<file path="config.mk">
export PLATFORM = sky130hd
export DESIGN_NAME = mult_div_unit
export DESIGN_NICKNAME = d
export VERILOG_FILES = /design/src/rtl/mdu_pkg.sv /design/src/rtl/mdu_step.sv /design/src/rtl/mult_div_unit.sv
export SDC_FILE = /design/constraint.sdc
export NUM_CORES = 1
export LEC_CHECK = 0
export ABC_AREA = 1
export ABC_CLOCK_PERIOD_IN_PS = 6600
export CELL_PAD_IN_SITES_DETAIL_PLACEMENT = 0
export CELL_PAD_IN_SITES_GLOBAL_PLACEMENT = 1
export CORE_ASPECT_RATIO = 0.75
export CORE_UTILIZATION = 42
export DETAILED_ROUTE_END_ITERATION = 10
export PLACE_DENSITY_LB_ADDON = 0.1
export SYNTH_ARGS = -nofsm -noshare
export SYNTH_HDL_FRONTEND = slang
export SYNTH_SLANG_ARGS = --single-unit
</file>
<file path="constraint.sdc">
create_clock -name clk -period 6.6 [get_ports clk]
set_input_delay 1.32 -clock clk [delete_from_list [all_inputs] [get_ports clk]]
set_output_delay 1.32 -clock clk [all_outputs]
set_load 0.01 [all_outputs]
</file>
<file path="src/rtl/mdu_pkg.sv">
// Shared definitions for the HI/LO multiply/divide unit.
//   - operation codes driven on mult_div_unit.op by the main decoder
//   - FSM state encoding
//   - fixed latency from accepted start to result (busy cycles)
package mdu_pkg;

    localparam logic [2:0] MDU_MULT  = 3'd0;
    localparam logic [2:0] MDU_MULTU = 3'd1;
    localparam logic [2:0] MDU_DIV   = 3'd2;
    localparam logic [2:0] MDU_DIVU  = 3'd3;
    localparam logic [2:0] MDU_MTHI  = 3'd4;
    localparam logic [2:0] MDU_MTLO  = 3'd5;

    localparam logic [1:0] MDU_IDLE  = 2'd0;
    localparam logic [1:0] MDU_CALC  = 2'd1;
    localparam logic [1:0] MDU_FIX   = 2'd2;

    localparam int MDU_LATENCY = 33;

endpackage

</file>
<file path="src/rtl/mdu_step.sv">
// One iteration of the multiply/divide datapath (purely combinational).
//   acc      : 2*XLEN accumulator
//              multiply: {partial product high half, remaining multiplier bits}
//              divide  : {partial remainder, remaining dividend / quotient bits}
//   operand  : multiplicand (multiply) or divisor (divide), magnitude only
//   is_div   : 1 selects a restoring-division step, 0 a shift-add step
//   acc_next : accumulator after this iteration
module mdu_step
    import mdu_pkg::*;
#(
    parameter int XLEN = 32
) (
    input  logic [2*XLEN-1:0] acc,
    input  logic [XLEN-1:0]   operand,
    input  logic              is_div,
    output logic [2*XLEN-1:0] acc_next
);

    logic [XLEN:0]   add_sum;
    logic [XLEN:0]   trial;
    logic [XLEN+1:0] diff;

    always_comb begin
        // Shift-add: the low bit of acc is the current multiplier bit; the
        // carry out of the add becomes the top bit after the right shift.
        add_sum = {1'b0, acc[2*XLEN-1:XLEN]} + (acc[0] ? {1'b0, operand} : {(XLEN+1){1'b0}});

        // Restoring divide: bring the next dividend bit into the remainder,
        // giving a XLEN+1 bit trial value; an extra MSB on the subtract
        // exposes the borrow.
        trial = {acc[2*XLEN-1:XLEN], acc[XLEN-1]};
        diff  = {1'b0, trial} - {2'b00, operand};

        if (is_div) begin
            if (!diff[XLEN+1]) begin
                // Trial >= divisor: the difference is below the divisor, so it fits XLEN bits.
                acc_next = {diff[XLEN-1:0], acc[XLEN-2:0], 1'b1};
            end else begin
                // Trial < divisor, so its top bit is necessarily zero.
                acc_next = {trial[XLEN-1:0], acc[XLEN-2:0], 1'b0};
            end
        end else begin
            acc_next = {add_sum, acc[XLEN-1:1]};
        end
    end

endmodule

</file>
<file path="src/rtl/mult_div_unit.sv">
// Iterative HI/LO multiply/divide unit for the MIPS core.
// Executes MULT/MULTU/DIV/DIVU over ITER cycles plus one sign-fix cycle and
// handles MTHI/MTLO in a single cycle. Holds the architectural HI/LO registers.
//   clk    : system clock, rising edge
//   rst    : asynchronous active-high reset
//   start  : operation request (ignored while busy)
//   op     : operation code (mdu_pkg)
//   rs_val : operand A (multiplicand, dividend, MTHI/MTLO data)
//   rt_val : operand B (multiplier, divisor)
//   busy   : multiply/divide in progress; the PC is stalled on this
//   done   : one-cycle pulse when HI/LO were just written by a mul/div
//   hi, lo : HI and LO registers
module mult_div_unit
    import mdu_pkg::*;
#(
    parameter int XLEN = 32,
    parameter int ITER = 32
) (
    input  logic            clk,
    input  logic            rst,
    input  logic            start,
    input  logic [2:0]      op,
    input  logic [XLEN-1:0] rs_val,
    input  logic [XLEN-1:0] rt_val,
    output logic            busy,
    output logic            done,
    output logic [XLEN-1:0] hi,
    output logic [XLEN-1:0] lo
);

    localparam int CNT_W = $clog2(ITER + 1);

    logic [1:0]        state_reg;
    logic [CNT_W-1:0]  cnt_reg;
    logic [2*XLEN-1:0] acc_reg;
    logic [XLEN-1:0]   opb_reg;
    logic              is_div_reg;
    logic              neg_q_reg;
    logic              neg_r_reg;
    logic              done_reg;
    logic [XLEN-1:0]   hi_reg;
    logic [XLEN-1:0]   lo_reg;

    logic              is_muldiv_op;
    logic              is_signed_op;
    logic [XLEN-1:0]   abs_a;
    logic [XLEN-1:0]   abs_b;
    logic [2*XLEN-1:0] acc_next;
    logic [2*XLEN-1:0] prod_fix;
    logic [XLEN-1:0]   quo_fix;
    logic [XLEN-1:0]   rem_fix;

    mdu_step #(.XLEN(XLEN)) u_step (
        .acc      (acc_reg),
        .operand  (opb_reg),
        .is_div   (is_div_reg),
        .acc_next (acc_next)
    );

    always_comb begin
        is_muldiv_op = (op == MDU_MULT) || (op == MDU_MULTU) ||
                       (op == MDU_DIV)  || (op == MDU_DIVU);
        is_signed_op = (op == MDU_MULT) || (op == MDU_DIV);
        // Negating the most negative value wraps back to itself, which read
        // as unsigned is exactly its magnitude.
        abs_a = (is_signed_op && rs_val[XLEN-1]) ? -rs_val : rs_val;
        abs_b = (is_signed_op && rt_val[XLEN-1]) ? -rt_val : rt_val;

        prod_fix = neg_q_reg ? -acc_reg : acc_reg;
        quo_fix  = neg_q_reg ? -acc_reg[XLEN-1:0] : acc_reg[XLEN-1:0];
        rem_fix  = neg_r_reg ? -acc_reg[2*XLEN-1:XLEN] : acc_reg[2*XLEN-1:XLEN];
    end

    always_ff @(posedge clk or posedge rst) begin
        if (rst) begin
            state_reg  <= MDU_IDLE;
            cnt_reg    <= '0;
            acc_reg    <= '0;
            opb_reg    <= '0;
            is_div_reg <= 1'b0;
            neg_q_reg  <= 1'b0;
            neg_r_reg  <= 1'b0;
            done_reg   <= 1'b0;
            hi_reg     <= '0;
            lo_reg     <= '0;
        end else begin
            done_reg <= 1'b0;
            case (state_reg)
                MDU_IDLE: begin
                    if (start) begin
                        if (is_muldiv_op) begin
                            state_reg  <= MDU_CALC;
                            cnt_reg    <= '0;
                            acc_reg    <= {{XLEN{1'b0}}, abs_a};
                            opb_reg    <= abs_b;
                            is_div_reg <= (op == MDU_DIV) || (op == MDU_DIVU);
                            neg_q_reg  <= is_signed_op && (rs_val[XLEN-1] ^ rt_val[XLEN-1]);
                            neg_r_reg  <= is_signed_op && rs_val[XLEN-1];
                        end else if (op == MDU_MTHI) begin
                            hi_reg <= rs_val;
                        end else if (op == MDU_MTLO) begin
                            lo_reg <= rs_val;
                        end
                    end
                end
                MDU_CALC: begin
                    acc_reg <= acc_next;
                    cnt_reg <= cnt_reg + 1'b1;
                    if (cnt_reg == CNT_W'(ITER - 1)) begin
                        state_reg <= MDU_FIX;
                    end
                end
                MDU_FIX: begin
                    if (is_div_reg) begin
                        lo_reg <= quo_fix;
                        hi_reg <= rem_fix;
                    end else begin
                        hi_reg <= prod_fix[2*XLEN-1:XLEN];
                        lo_reg <= prod_fix[XLEN-1:0];
                    end
                    done_reg  <= 1'b1;
                    state_reg <= MDU_IDLE;
                end
                default: state_reg <= MDU_IDLE;
            endcase
        end
    end

    assign busy = (state_reg != MDU_IDLE);
    assign done = done_reg;
    assign hi   = hi_reg;
    assign lo   = lo_reg;

endmodule

</file>
==> results.json, run 1 <==
{
  "leakage_nw": 9.67,
  "chipWidth_um": 238,
  "tns_ns": 0,
  "maxCapViolCount": 0,
  "num_vias": 20500,
  "cts.sinks": 172,
  "worst-path-buf-inv": 2,
  "seq_area_frac_synth_pct": 24.6,
  "crit_chain": "nand2_1 -> inv_1 -> ha_1 -> inv_1 -> fa_1 -> o21ai_1 -> nand2_1 -> nand2_1 -> nand2_1 -> nand2_1 -> nand2_1 -> nand3_1 -> nand3_1 -> nand3_1 -> nand2_1",
  "synth_nets": 3095,
  "grt_setup_unrepaired": "no",
  "p_seq_share_pct": 23.1,
  "grt_busiest_layer": "met1",
  "totalWireLength_mm": 78.2,
  "clk_latency_ns": 0.47,
  "start_kind": "flip-flop",
  "max_freq_mhz": 280,
  "synth-edff-count": 0,
  "min_from": "lo[2]",
  "hold_violations": 0,
  "critical_path_class": "flip-flop to flip-flop",
  "grt_overflow": 0,
  "grtUsageMet2_pct": 44.2,
  "final_area_sq_mm": 0.0199,
  "postSynth.asyncResetShare_pct": 100,
  "cts_max_path_buffers": 2,
  "maxSlewViolCount": 0,
  "largest_reg_flops": 64,
  "p_sw_mw": 7.13,
  "rows": 64,
  "postCtsSetupRepairBufs": 0,
  "antenna_left": 0,
  "worst_clock_skew_ns": 0.0129,
  "internal_power_mw": 4.70,
  "power.density_mw_per_mm2": 596,
  "syn_avg_cell_area_sq_um": 5.92,
  "max-vdd-ir-drop_mv": 0.398,
  "cts_tree": "done",
  "port_buffers": 135,
  "grt_max_degree": 91,
  "globalplace.congestion": 1.02,
  "gr-usage-met1_pct": 58.7,
  "utilization_pct": 48.5,
  "synth_cell_types": 59,
  "antenna_found_initial": 1,
  "grt_pass1_vias": 17800,
  "endpoint_kind": "flip-flop",
  "synth_ff_type": "dfrtp_1",
  "pre_cts_ws_ns": 2.66,
  "worst_pin_slew_ns": 1.16,
  "cp_slowest_stage_delay_ns": 0.90,
  "use_met3_pct": 13.7,
  "post_dp_cell_area_sq_mm": 0.0193,
  "layout_worst_path_cycle_share_pct": 54.0,
  "synth_cells": 2954,
  "io_pins": 136,
  "cts_made_buffers": 17,
  "initial_core_util_pct": 42.8,
  "drc": 0,
  "vias_per_cell": 5.68,
  "synthToLayoutAreaGrowth_pct": 13.4,
  "core_area_sq_mm": 0.0409,
  "n_antenna_cell": 0,
  "drt_iter0_drc": 3110,
  "syn_area_sq_mm": 0.0175,
  "drive_gt1_share_pct": 5.29,
  "hold_ws_ns": 0.485,
  "max-slew-margin-rel_pct": 22.4,
  "ctsHoldBuffers": 0,
  "crit_family": "simple AND/OR/NAND/NOR gates",
  "drt_first_pass_iters": 6,
  "hold_class": "flip-flop to flip-flop",
  "ys_ff_latch": 172,
  "critical_path_arrival_ns": 3.93,
  "netSwitchingFraction_pct": 60.3,
  "htreeDepth": 4,
  "wire_per_inst_um": 21.7,
  "cts.clk_slew.worst_paths_ns": 0.08,
  "synth-warning-count": 0,
  "crit_start": "acc_reg[0]",
  "power_frac_comb_pct": 68.3,
  "cp_common_cell": "nand2_1",
  "worst_ep_required_time_ns": 6.96,
  "status": "completed",
  "hpwl_mm": 61.9,
  "die_area_sq_mm": 0.0425,
  "slowest_stage": "dfrtp_2",
  "finalNetCount": 3172,
  "critPathMaxFanout": 34,
  "cts-resized-gates": 0,
  "setup_viol": 0,
  "clockPowerShare_pct": 8.6,
  "period_minus_slack_ns": 3.57,
  "grtUsageTotal_pct": 36.6,
  "grt_pass1_wl_mm": 114,
  "cts_root_buf": "clkbuf_16",
  "die_y_um": 179,
  "fin_ws_ns": 3.03,
  "crit-reg2reg-launch": "acc_reg[0]"
}
==> power by group through the flow <==
stage | Combinational [mW] | Sequential, mW | Clock, mW
floorplan | 5.39 | 2.11 | 0
global placement | 7.70 | 2.65 | 0
detailed placement | 7.77 | 2.65 | 0
CTS | 7.81 | 2.63 | 1.02
global route | 8.88 | 2.73 | 1.05
finish | 8.08 | 2.73 | 1.02
==> stage by stage <==
step,power [mW],std cells
floorplan,7.50,2954
global placement,10.4,3573
detailed placement,10.4,3573
CTS,11.5,3605
global route,12.7,3605
finish,11.8,3605
==> per-layer routing <==
metal | up-vias | routed length, um | part of all wire, %
met3 | 67 | 11900 | 15
met5 | - | 34 | 0.043
met1 | 9498 | 38200 | 49
li1 | 9745 | - | -
met2 | 1153 | 27100 | 35
met4 | 2 | 950 | 1.2
==> area by class of cell <==
class	instances	area, sq um
Sequential cell	172	4310
Timing Repair Buffer	153	1490
Clock buffer	18	439
Multi-Input combinational cell	2299	11300
Tap cell	561	702
Inverter	388	1470
Clock inverter	14	124
Fill cell	4453	21100
==> cells in the mapped netlist (all sizes together), types with 13 or more instances <==
library cell / count / share of area [%]
a31oi: 49 / 1.8
buf: 39 / 1.2
or2: 13 / 0.46
clkbuf: 56 / 1.2
ha: 69 / 4.9
inv: 386 / 8.3
nand3: 275 / 8.2
o21ai: 230 / 6.7
nor2: 448 / 11
a21oi: 183 / 5.4
nand2: 841 / 19
dfrtp: 172 / 25
nand4: 45 / 1.6
xor2: 25 / 1.3
nor3: 27 / 0.92
==> tightest hold or removal path: stages, from the launching register on <==
cell and delay, ns:
dfrtp_1 0.36, nand2_1 0.06, nand2_1 0.04
==> cells by family after synthesis <==
kind of cell    Yosys count  share of synthesized area (%)
xor+xnor                 33                           1.65
compound gates          517                           16.3
buf+inv                 483                           10.8
flops                   172                           24.6
fa+ha+maj                71                           5.16
simple gates           1678                           41.5
==> placed cells by master, fill, tap and decap left out, types with 18 or more instances in the layout <==
cell type        netlist  layout
nand3_1              267     267
nor2_1               419     415
nand2_1              822     822
ha_1                  69      69
clkdlybuf4s50_1        0     135
a31oi_1               49      49
nor3_1                22      22
o21ai_1               32      32
xor2_1                25      25
inv_1                368     367
a21oi_1              176     176
dfrtp_1              172     170
nand4_1               45      45
o21ai_0              193     193
buf_4                  1      18
==> path summary, 6_finish.rpt <==
kind	to	slack, ns	depth (start not counted)
setup / recovery	acc_reg[59]	3.03	15
hold / removal	lo[2]	0.49	2
min in group asynchronous	lo[8]	1.35	2
hold reg to reg	lo[2]	0.49	2
max in group asynchronous	is_div_reg	3.98	3
setup reg to reg	acc_reg[59]	3.03	15
Note: power is estimated with default switching activity, not from simulation.
==> run 2: changes to the inputs <==
ABC_CLOCK_PERIOD_IN_PS = 3400   (was 6600)
clock period = 3.4 ns   (was 6.6 ns; I/O delays follow)
==> run 2 against run 1 <==
Register-to-register slack worse by 2.6 ns. Highest routed layer unchanged. First-iteration DRC count is 13% lower. Sequential power increased by 73%. Clock skew rose by 0.0059 ns. Non-clock buffer count grew 47. Count of clock-buffer cells in the layout shrank 1. Setup slack lost 2.6 ns. Critical path type unchanged. Sequential share of layout area fell by 0.53 points. Die area unchanged. Largest cell class unchanged. Total power is 100% higher.
==> results.json, run 2 (synthesis results as in run 1) <==
{
  "final_cell_mix": "822 x nand2_1, 415 x nor2_1, 367 x inv_1",
  "grt_overflow": 0,
  "ctsHoldBuffers": 0,
  "synthToLayoutAreaGrowth_pct": 16.2,
  "drt_first_pass_iters": 6,
  "grt_pass1_vias": 17900,
  "internal_power_mw": 9.62,
  "critPathMaxFanout": 26,
  "drc": 0,
  "cp_slowest_stage_delay_ns": 0.71,
  "chipWidth_um": 238,
  "worst_ep_required_time_ns": 3.77,
  "totalWireLength_mm": 81.1,
  "netSwitchingFraction_pct": 59.8,
  "slowest_stage": "dfrtp_1",
  "finalNetCount": 3219,
  "io_pins": 136,
  "final_cells": 3653,
  "mostFrequentLayoutCell": "nand2_1",
  "crit_family": "simple AND/OR/NAND/NOR gates",
  "vias_per_cell": 5.70,
  "cp_num_cells": 11,
  "port_buffers": 135,
  "largest_reg_flops": 64,
  "grt_pass1_wl_mm": 116,
  "max-slew-margin-rel_pct": 37.7,
  "htreeDepth": 4,
  "cts-resized-gates": 0,
  "power_frac_comb_pct": 71.2,
  "cts.sinks": 172,
  "critical_path_class": "flip-flop to flip-flop",
  "critical_path_arrival_ns": 3.33,
  "worst-path-buf-inv": 1,
  "worst_clock_skew_ns": 0.0188,
  "crit_chain": "ha_1 -> nand2_1 -> nor2_1 -> nor2_1 -> o21ai_2 -> a21oi_4 -> nand2_8 -> nor2_4 -> inv_1 -> nor2_1 -> o21ai_1",
  "drt_iter0_drc": 2713,
  "cts_root_buf": "clkbuf_16",
  "initial_core_util_pct": 42.8,
  "cts_tree": "done",
  "core_area_sq_mm": 0.0409,
  "die_y_um": 179,
  "cp_common_cell": "nor2_1",
  "num_vias": 20800,
  "cts_max_path_buffers": 2,
  "endpoint_kind": "flip-flop",
  "globalplace.congestion": 1.03,
  "hold_class": "flip-flop to flip-flop",
  "setup_viol": 0,
  "status": "completed",
  "max_freq_mhz": 338,
  "power.density_mw_per_mm2": 1180,
  "leakage_nw": 9.95,
  "max-vdd-ir-drop_mv": 0.695,
  "die_area_sq_mm": 0.0425,
  "layout_worst_path_cycle_share_pct": 87.0,
  "rr_worst_depth": 11,
  "crit_start": "acc_reg[54]",
  "hold_violations": 0,
  "drive_gt1_share_pct": 6.70,
  "antenna_left": 0,
  "clockPowerShare_pct": 9.1,
  "grt_max_degree": 91,
  "clk_latency_ns": 0.48,
  "wire_per_inst_um": 22.2,
  "hpwl_mm": 64.4,
  "grtUsageTotal_pct": 37.6,
  "cts.clk_slew.worst_paths_ns": 0.10,
  "maxSlewViolCount": 0,
  "maxCapViolCount": 0,
  "crit-reg2reg-launch": "acc_reg[54]",
  "period_minus_slack_ns": 2.96,
  "pre_cts_ws_ns": 0.559,
  "rows": 64,
  "postCtsSetupRepairBufs": 0,
  "hold_depth": 2,
  "worst_pin_slew_ns": 0.935,
  "fillCellCount": 4401,
  "fin_ws_ns": 0.442,
  "antenna_found_initial": 1,
  "tns_ns": 0,
  "grt_setup_unrepaired": "no",
  "p_seq_share_pct": 19.8,
  "min_from": "lo[2]",
  "p_sw_mw": 14.3,
  "placedCellCount": 3620,
  "cts_made_buffers": 17,
  "start_kind": "flip-flop"
}
run 2: changes by cell type in the layout (fill, tap and decap cells not counted), moves of 2 or more:
cell,change
buf_4,+39
buf_12,+8
inv_6,-3
inv_8,+2
run 2: path summary, 6_finish.rpt:
kind / slack [ns] / endpoint
max in group asynchronous: 1.99 / is_div_reg
setup reg to reg: 0.44 / acc_reg[42]
setup / recovery: 0.44 / acc_reg[42]
min in group asynchronous: 0.58 / hi[5]
hold / removal: 0.48 / lo[2]
hold reg to reg: 0.48 / lo[2]
run 2: per-layer routing:
layer | track usage (%) | up-vias | share of wire [%]
li1 | - | 9843 | -
met3 | 20.4 | 61 | 17
met2 | 43.7 | 1186 | 34
met1 | 58.0 | 9717 | 48
met4 | 5.46 | 4 | 0.93
met5 | 0 | - | 0.17
run 2: layout make-up:
type                            instances  area [sq um]  area share, %
Multi-Input combinational cell       2299         11300           55.7
Sequential cell                       172          4310           21.2
Timing Repair Buffer                  200          1940           9.53
Inverter                              388          1470           7.20
Tap cell                              561           702           3.45
Clock buffer                           17           425           2.09
Clock inverter                         15           171          0.843
Antenna cell                            1          2.50         0.0123
run 2: power by group through the flow:
stage                     Clock (mW)  Combinational (mW)  Sequential (mW)
after floorplan                    0                10.5             4.10
after global placement             0                16.2             4.60
after detailed placement           0                16.3             4.61
after CTS                       2.16                16.4             4.58
after global routing            2.24                18.5             4.77
final                           2.17                17.0             4.73
run 2: stage by stage:
stage | utilization (%) | power [mW] | cell area (sq um) | hold slack [ns]
finish | 49.7 | 23.9 | 20300 | 0.476
global route | 49.7 | 25.5 | 20300 | 0.510
CTS | 49.7 | 23.1 | 20300 | 0.485
detailed placement | 48.2 | 20.9 | 19700 | 0.464
global placement | 48.2 | 20.8 | 19700 | 0.457
floorplan | - | 14.6 | 17500 | 0.446
run 2: tightest hold or removal path, cell delays in order (launching register included):
cell and delay, ns:
dfrtp_1 0.35, nand2_1 0.05, nand2_1 0.05
